--- config.mk ---
export PLATFORM = sky130hd
export DESIGN_NAME = apb_sensor_poller
export DESIGN_NICKNAME = d
export VERILOG_FILES = /design/src/rtl/apb_sensor_poller.sv
export SDC_FILE = /design/constraint.sdc
export NUM_CORES = 1
export LEC_CHECK = 0
export CAP_MARGIN = 20
export CORE_AREA = 2 2 154 96
export DETAILED_ROUTE_END_ITERATION = 6
export DIE_AREA = 0 0 156 98
export GPL_TIMING_DRIVEN = 1
export PLACE_DENSITY = 0.88
export SLEW_MARGIN = 20
export SYNTH_ARGS = -nofsm -noshare
export SYNTH_HDL_FRONTEND = slang
export SYNTH_SLANG_ARGS = --single-unit
--- constraint.sdc ---
create_clock -name clk -period 2.6 [get_ports clk]
set_input_delay 0.52 -clock clk [delete_from_list [all_inputs] [get_ports clk]]
set_output_delay 0.52 -clock clk [all_outputs]
set_load 0.01 [all_outputs]
--- src/rtl/apb_sensor_poller.sv ---
// apb_sensor_poller
// APB requester that walks the four XADC on-die sensor registers (die temp,
// VCCINT, VCCBRAM, VCCAUX) once per poll interval. It presents the last good
// readings as registered outputs that are updated together at the end of each
// scan. One transfer is outstanding at a time, and the scan is strictly
// sequential.
//
// state      | meaning
// -----------+------------------------------------------------------------
// ST_IDLE    | waiting for an interval request while enable is high
// ST_SETUP   | APB setup phase (psel=1, penable=0), one cycle
// ST_ACCESS  | APB access phase, waiting for pready or the timeout
// ST_RECOVER | one idle bus cycle after an abandoned (timed-out) transfer
// ST_DONE    | scan finished; outputs hold the new set, sensors_update=1

module apb_sensor_poller #(
   parameter int ADDR_WIDTH    = 8,
   parameter int BASE_ADDR     = 0,
   parameter int POLL_INTERVAL = 1000,
   parameter int TIMEOUT       = 64
) (
   input  logic                  clk,
   input  logic                  rst,

   output logic                  psel,
   output logic                  penable,
   output logic                  pwrite,
   output logic [ADDR_WIDTH-1:0] paddr,
   output logic [31:0]           pwdata,
   output logic [3:0]            pstrb,
   output logic [2:0]            pprot,
   input  logic [31:0]           prdata,
   input  logic                  pready,
   input  logic                  pslverr,

   input  logic                  enable,
   output logic [15:0]           die_temp,
   output logic [15:0]           volt_core,
   output logic [15:0]           volt_ram,
   output logic [15:0]           volt_aux,
   output logic                  sensors_update,
   output logic                  err_slverr,
   output logic                  err_timeout,
   input  logic                  err_clear
);

   // POLL_INTERVAL >= 16 keeps CNT_W >= 4; TIMEOUT >= 2 keeps the
   // terminal-count compare distinct from the SETUP clear value.
   localparam int CNT_W = $clog2(POLL_INTERVAL);
   localparam int TMO_W = $clog2(TIMEOUT) + 1;

   localparam logic [CNT_W-1:0]      CNT_LAST  = CNT_W'(POLL_INTERVAL - 1);
   localparam logic [TMO_W-1:0]      TMO_LAST  = TMO_W'(TIMEOUT - 1);
   localparam logic [ADDR_WIDTH-1:0] ADDR_BASE = ADDR_WIDTH'(BASE_ADDR);
   localparam logic [ADDR_WIDTH-1:0] ADDR_STEP = ADDR_WIDTH'(4);

   typedef enum logic [2:0] {
      ST_IDLE,
      ST_SETUP,
      ST_ACCESS,
      ST_RECOVER,
      ST_DONE
   } state_t;

   state_t            state;
   state_t            state_next;

   logic [CNT_W-1:0]  poll_cnt;
   logic [TMO_W-1:0]  tmo_cnt;
   logic [1:0]        idx;
   logic [3:0][15:0]  shadow;
   logic [3:0][15:0]  shadow_next;

   logic              scan_req;
   logic              start_scan;
   logic              resp_ok;
   logic              resp_err;
   logic              tmo_hit;
   logic              last_idx;
   logic              advance;

   // Only the low half-word of each sensor register carries the reading.
   logic              unused_prdata;
   assign unused_prdata = ^prdata[31:16];

   // The counter sits at zero out of reset, so the first IDLE cycle after
   // reset sees a request as well as every later wrap. A request that lands
   // outside IDLE is simply not acted on, so it is dropped rather than queued.
   assign scan_req   = (poll_cnt == '0);
   assign start_scan = (state == ST_IDLE) && scan_req && enable;
   assign resp_ok    = (state == ST_ACCESS) && pready && !pslverr;
   assign resp_err   = (state == ST_ACCESS) && pready && pslverr;
   assign tmo_hit    = (state == ST_ACCESS) && !pready && (tmo_cnt == TMO_LAST);
   assign last_idx   = (idx == 2'd3);
   assign advance    = !last_idx &&
                       (((state == ST_ACCESS) && pready) || (state == ST_RECOVER));

   assign pwrite = 1'b0;
   assign pwdata = '0;
   assign pstrb  = '0;
   assign pprot  = '0;

   // State register.
   always_ff @(posedge clk) begin
      if (rst) begin
         state <= ST_IDLE;
      end else begin
         state <= state_next;
      end
   end

   // Next-state logic: responses and timeouts both move on to the next
   // register, so errors never stall the scan.
   always_comb begin
      state_next = state;
      case (state)
         ST_IDLE: begin
            if (start_scan) begin
               state_next = ST_SETUP;
            end
         end
         ST_SETUP: begin
            state_next = ST_ACCESS;
         end
         ST_ACCESS: begin
            if (pready) begin
               state_next = last_idx ? ST_DONE : ST_SETUP;
            end else if (tmo_hit) begin
               state_next = ST_RECOVER;
            end
         end
         ST_RECOVER: begin
            state_next = last_idx ? ST_DONE : ST_SETUP;
         end
         ST_DONE: begin
            state_next = ST_IDLE;
         end
         default: begin
            state_next = ST_IDLE;
         end
      endcase
   end

   // Bus control and the completion pulse decode directly from the state.
   always_comb begin
      psel           = 1'b0;
      penable        = 1'b0;
      sensors_update = 1'b0;
      case (state)
         ST_SETUP: begin
            psel = 1'b1;
         end
         ST_ACCESS: begin
            psel    = 1'b1;
            penable = 1'b1;
         end
         ST_DONE: begin
            sensors_update = 1'b1;
         end
         default: begin
         end
      endcase
   end

   // Free-running interval counter, 0..POLL_INTERVAL-1.
   always_ff @(posedge clk) begin
      if (rst) begin
         poll_cnt <= '0;
      end else if (poll_cnt == CNT_LAST) begin
         poll_cnt <= '0;
      end else begin
         poll_cnt <= poll_cnt + CNT_W'(1);
      end
   end

   // Register index and address. They step together, and paddr stays put
   // for the whole access phase.
   always_ff @(posedge clk) begin
      if (rst) begin
         idx   <= 2'd0;
         paddr <= ADDR_BASE;
      end else if (start_scan) begin
         idx   <= 2'd0;
         paddr <= ADDR_BASE;
      end else if (advance) begin
         idx   <= idx + 2'd1;
         paddr <= paddr + ADDR_STEP;
      end
   end

   // Access-phase wait counter, cleared in SETUP for each transfer.
   always_ff @(posedge clk) begin
      if (rst) begin
         tmo_cnt <= '0;
      end else if (state == ST_SETUP) begin
         tmo_cnt <= '0;
      end else if ((state == ST_ACCESS) && !pready) begin
         tmo_cnt <= tmo_cnt + TMO_W'(1);
      end
   end

   // Only a clean response overwrites its shadow slot.
   always_comb begin
      shadow_next = shadow;
      if (resp_ok) begin
         shadow_next[idx] = prdata[15:0];
      end
   end

   // Shadow registers collect the scan in progress.
   always_ff @(posedge clk) begin
      if (rst) begin
         shadow <= '0;
      end else begin
         shadow <= shadow_next;
      end
   end

   // Publish all four readings on the edge entering DONE. Loading from
   // shadow_next lets the final capture reach the outputs in the same cycle
   // as the pulse, so consumers see one coherent set while sensors_update=1.
   always_ff @(posedge clk) begin
      if (rst) begin
         die_temp  <= '0;
         volt_core <= '0;
         volt_ram  <= '0;
         volt_aux  <= '0;
      end else if (state_next == ST_DONE) begin
         die_temp  <= shadow_next[0];
         volt_core <= shadow_next[1];
         volt_ram  <= shadow_next[2];
         volt_aux  <= shadow_next[3];
      end
   end

   // Sticky error flags. A new error in the same cycle beats err_clear.
   always_ff @(posedge clk) begin
      if (rst) begin
         err_slverr  <= 1'b0;
         err_timeout <= 1'b0;
      end else begin
         if (resp_err) begin
            err_slverr <= 1'b1;
         end else if (err_clear) begin
            err_slverr <= 1'b0;
         end
         if (tmo_hit) begin
            err_timeout <= 1'b1;
         end else if (err_clear) begin
            err_timeout <= 1'b0;
         end
      end
   end

endmodule

==> metrics.md <==
| Metric | Value |
|---|---|
| Status | `finished, final reports clean` |
| CTS tree | `built` |
| Total GRT Usage | `0.252` |
| Least-Margin Pin Slew | `0.660 ns` |
| Routability cong. | `0.824` |
| Finished Layout Cells | `993` |
| DR DRC count | `0` |
| Area contributors post-synth | `dfxtp_1 46%, a21oi_1 11%, a311oi_1 8.2%, o31ai_1 6.6%, nand4_1 5.0%` |
| Final-stage net count | `847` |
| CP max stage cell | `clkdlybuf4s50_1` |
| Post-cts resize count | `0` |
| Worst-path clk slew | `0.06 ns` |
| Most common cell after layout, fill and taps aside | `dfxtp_1` |
| Final wirelength | `19,700 um` |
| Most frequent cells in the layout | `158 x dfxtp_1, 147 x a21oi_1, 95 x clkdlybuf4s50_1, 64 x a311oi_1, 60 x o31ai_1` |
| Share of cells above drive strength 1 | `0.0763` |
| Finished Cell Area | `0.00840 mm^2` |
| Type of destination of the critical path | `output pin` |
| Pre-CTS setup slack | `0.272 ns` |
| DRT Pass-1 Iters | `5` |
| Core Util, Final | `0.600` |
| Final period util | `0.908` |
| Post-CTS setup buffer count | `0` |
| Slew margin rel. | `0.560` |
| Synthesized cell area | `0.00684 mm^2` |
| Post-DRT Antenna Nets | `0` |
| Final slew viol count | `0` |
| Dominant synthesized flop cell | `dfxtp_1` |
| Placed cell area | `0.00774 mm^2` |
| Via count | `6,331` |
| Crit-path max cell delay | `0.53 ns` |
| Initial DRC count | `768` |
| Synth Register Bits | `158` |
| Leakage | `2.64 nW` |
| Clock latency on the worst-skew pair | `0.43 ns` |
| IR drop worst, VDD | `0.325 mV` |
| Worst Path Arrival | `1.84 ns` |
| Hold Crit Class | `flop to flop` |
| Buf/Inv on CP | `2` |
| Initial core utilization | `0.489` |
| Die span in x | `156 um` |
| Initial antenna violation count | `0` |
| Syn Inst Count | `747` |
| Remaining global-route overflow | `0` |
| Core outline area | `0.0140 mm^2` |
| Largest area contributor in the netlist | `dfxtp_1` |
| Num CTS Buffers | `17` |
| Port buffer count | `96` |
| Hold slack | `0.462 ns` |
| Final Hold Viols | `0` |
| Min Tclk post-route | `2.36 ns` |
| Die H | `98 um` |
| Top achievable clock speed | `423 MHz` |
| Clock Path Buffers | `2` |
| Vias in the first global route | `5,780` |
| CP max FO | `2` |
| Crit Path Class | `flop to output pin` |
| Ys Warns | `0` |
| Area grow syn2layout | `22.9%` |
| Core Rows | `34` |
| PwrDens | `668 mW/mm^2` |
| Number of enable flip-flop cells after synthesis | `0` |
| H-tree depth | `4` |
| Final setup fails | `0` |
| MaxCap Viol Count | `0` |
| Total power | `5.61 mW` |
| Final WS setup | `0.239 ns` |
| Worst R2R Setup Slack | `0.47 ns` |
| Setup TNS Final | `0 ns` |
| Clock sinks | `158` |
| Per-cell routed wire length | `19.8 um` |
| Top-area cell type share of the netlist area | `0.463` |
| Mean Syn Cell Area | `9.15 um^2` |
| Startpoint types | `flop` |
| Global-route wire length before repair | `30,400 um` |
| Req. time, crit path | `2.08 ns` |
| Vias per cell | `6.38` |
| CTS Root Cell | `clkbuf_16` |
| Top delay family on crit path | `buffers and inverters` |
| Clock Skew | `0.00649 ns` |
| CP cell instances | `or3b_2, clkinv_1, clkdlybuf4s50_1` |
| RSZ-0062 raised after global routing | `false` |
| Unique masters post-synth | `42` |
| Die area | `0.0153 mm^2` |
| Inst Count DP | `962` |
| Antenna cell count | `0` |
| Register area share after synthesis | `0.463` |
| Hold-fix buffers, CTS | `0` |
| Largest net degree at the start of global routing | `81` |
| Ys async rst share | `0` |
| DP Wirelength | `11,700 um` |
| Boundary pin count | `155` |
## synthesized netlist by cell type (4+ instances only)
cell      count
clkbuf_1     61
o31ai_1      60
dfxtp_1     158
nand4_1      55
or4_1         9
ha_1          8
nand2b_1      4
buf_4        43
nand3_1       8
a21oi_1     147
nand3b_1      4
nor2_1       11
nor3_1        4
inv_1        12
nand2_1       7
or3_1         5
nand4b_1     18
a311oi_1     64
o21ai_0      22
buf_2        14
## metal layers
layer / vias to the layer above / GRT usage / wire, um
li1: 2916 / - / -
met1: 3046 / 0.347 / 8530
met2: 309 / 0.367 / 8650
met3: 60 / 0.0675 / 1870
met4: 0 / 0.123 / 599
met5: - / 0 / 0
## logic make-up (layout without fill, tap and decap cells)
logic type	count (synthesis)	count (layout)	synth area share
adder cells (fa/ha/maj)	8	8	0.0146
multiplexers	3	3	0.00439
AO/OA/AOI/OAI	297	297	0.277
AND/OR/NAND/NOR	139	139	0.132
buffers and inverters	137	162	0.104
XOR/XNOR	4	4	0.00512
other	1	42	0.000548
flip-flops	158	158	0.463
## state kept, by name (all words and copies together), names as in the netlist
| name | count |
|---|---|
| err_timeout | 1 |
| idx | 2 |
| die_temp | 16 |
| volt_ram | 16 |
| state | 3 |
| volt_core | 16 |
| poll_cnt | 10 |
| paddr | 6 |
| err_slverr | 1 |
| tmo_cnt | 7 |
| shadow | 64 |
| volt_aux | 16 |
## path summary, 6_finish.rpt
check,from,depth (start not counted),to
hold reg to reg,err_timeout,2,err_timeout
setup reg to reg,state[1],5,die_temp[1]
setup / recovery,state[1],3,penable
hold / removal,err_timeout,2,err_timeout
## cell type report
cell class	instances	area [um^2]
multi-input combinational	493	3130
inverter	13	48.8
clock inverter	12	216
clock buffer	19	443
timing repair buffer	118	1170
fill	1136	5600
sequential	158	3160
tap	180	225
## tightest hold or removal path, cell delays in order, from the launching register on
cell	delay (ns)
dfxtp_1	0.31
nand2_1	0.06
a21oi_1	0.05
## where the power goes
group	total, mW	internal [mW]	switching [mW]
logic	0.362	0.0926	0.270
registers	2.44	2.43	0.00843
clock network	2.80	1.81	0.991
Power figures use the tool's default switching activity.
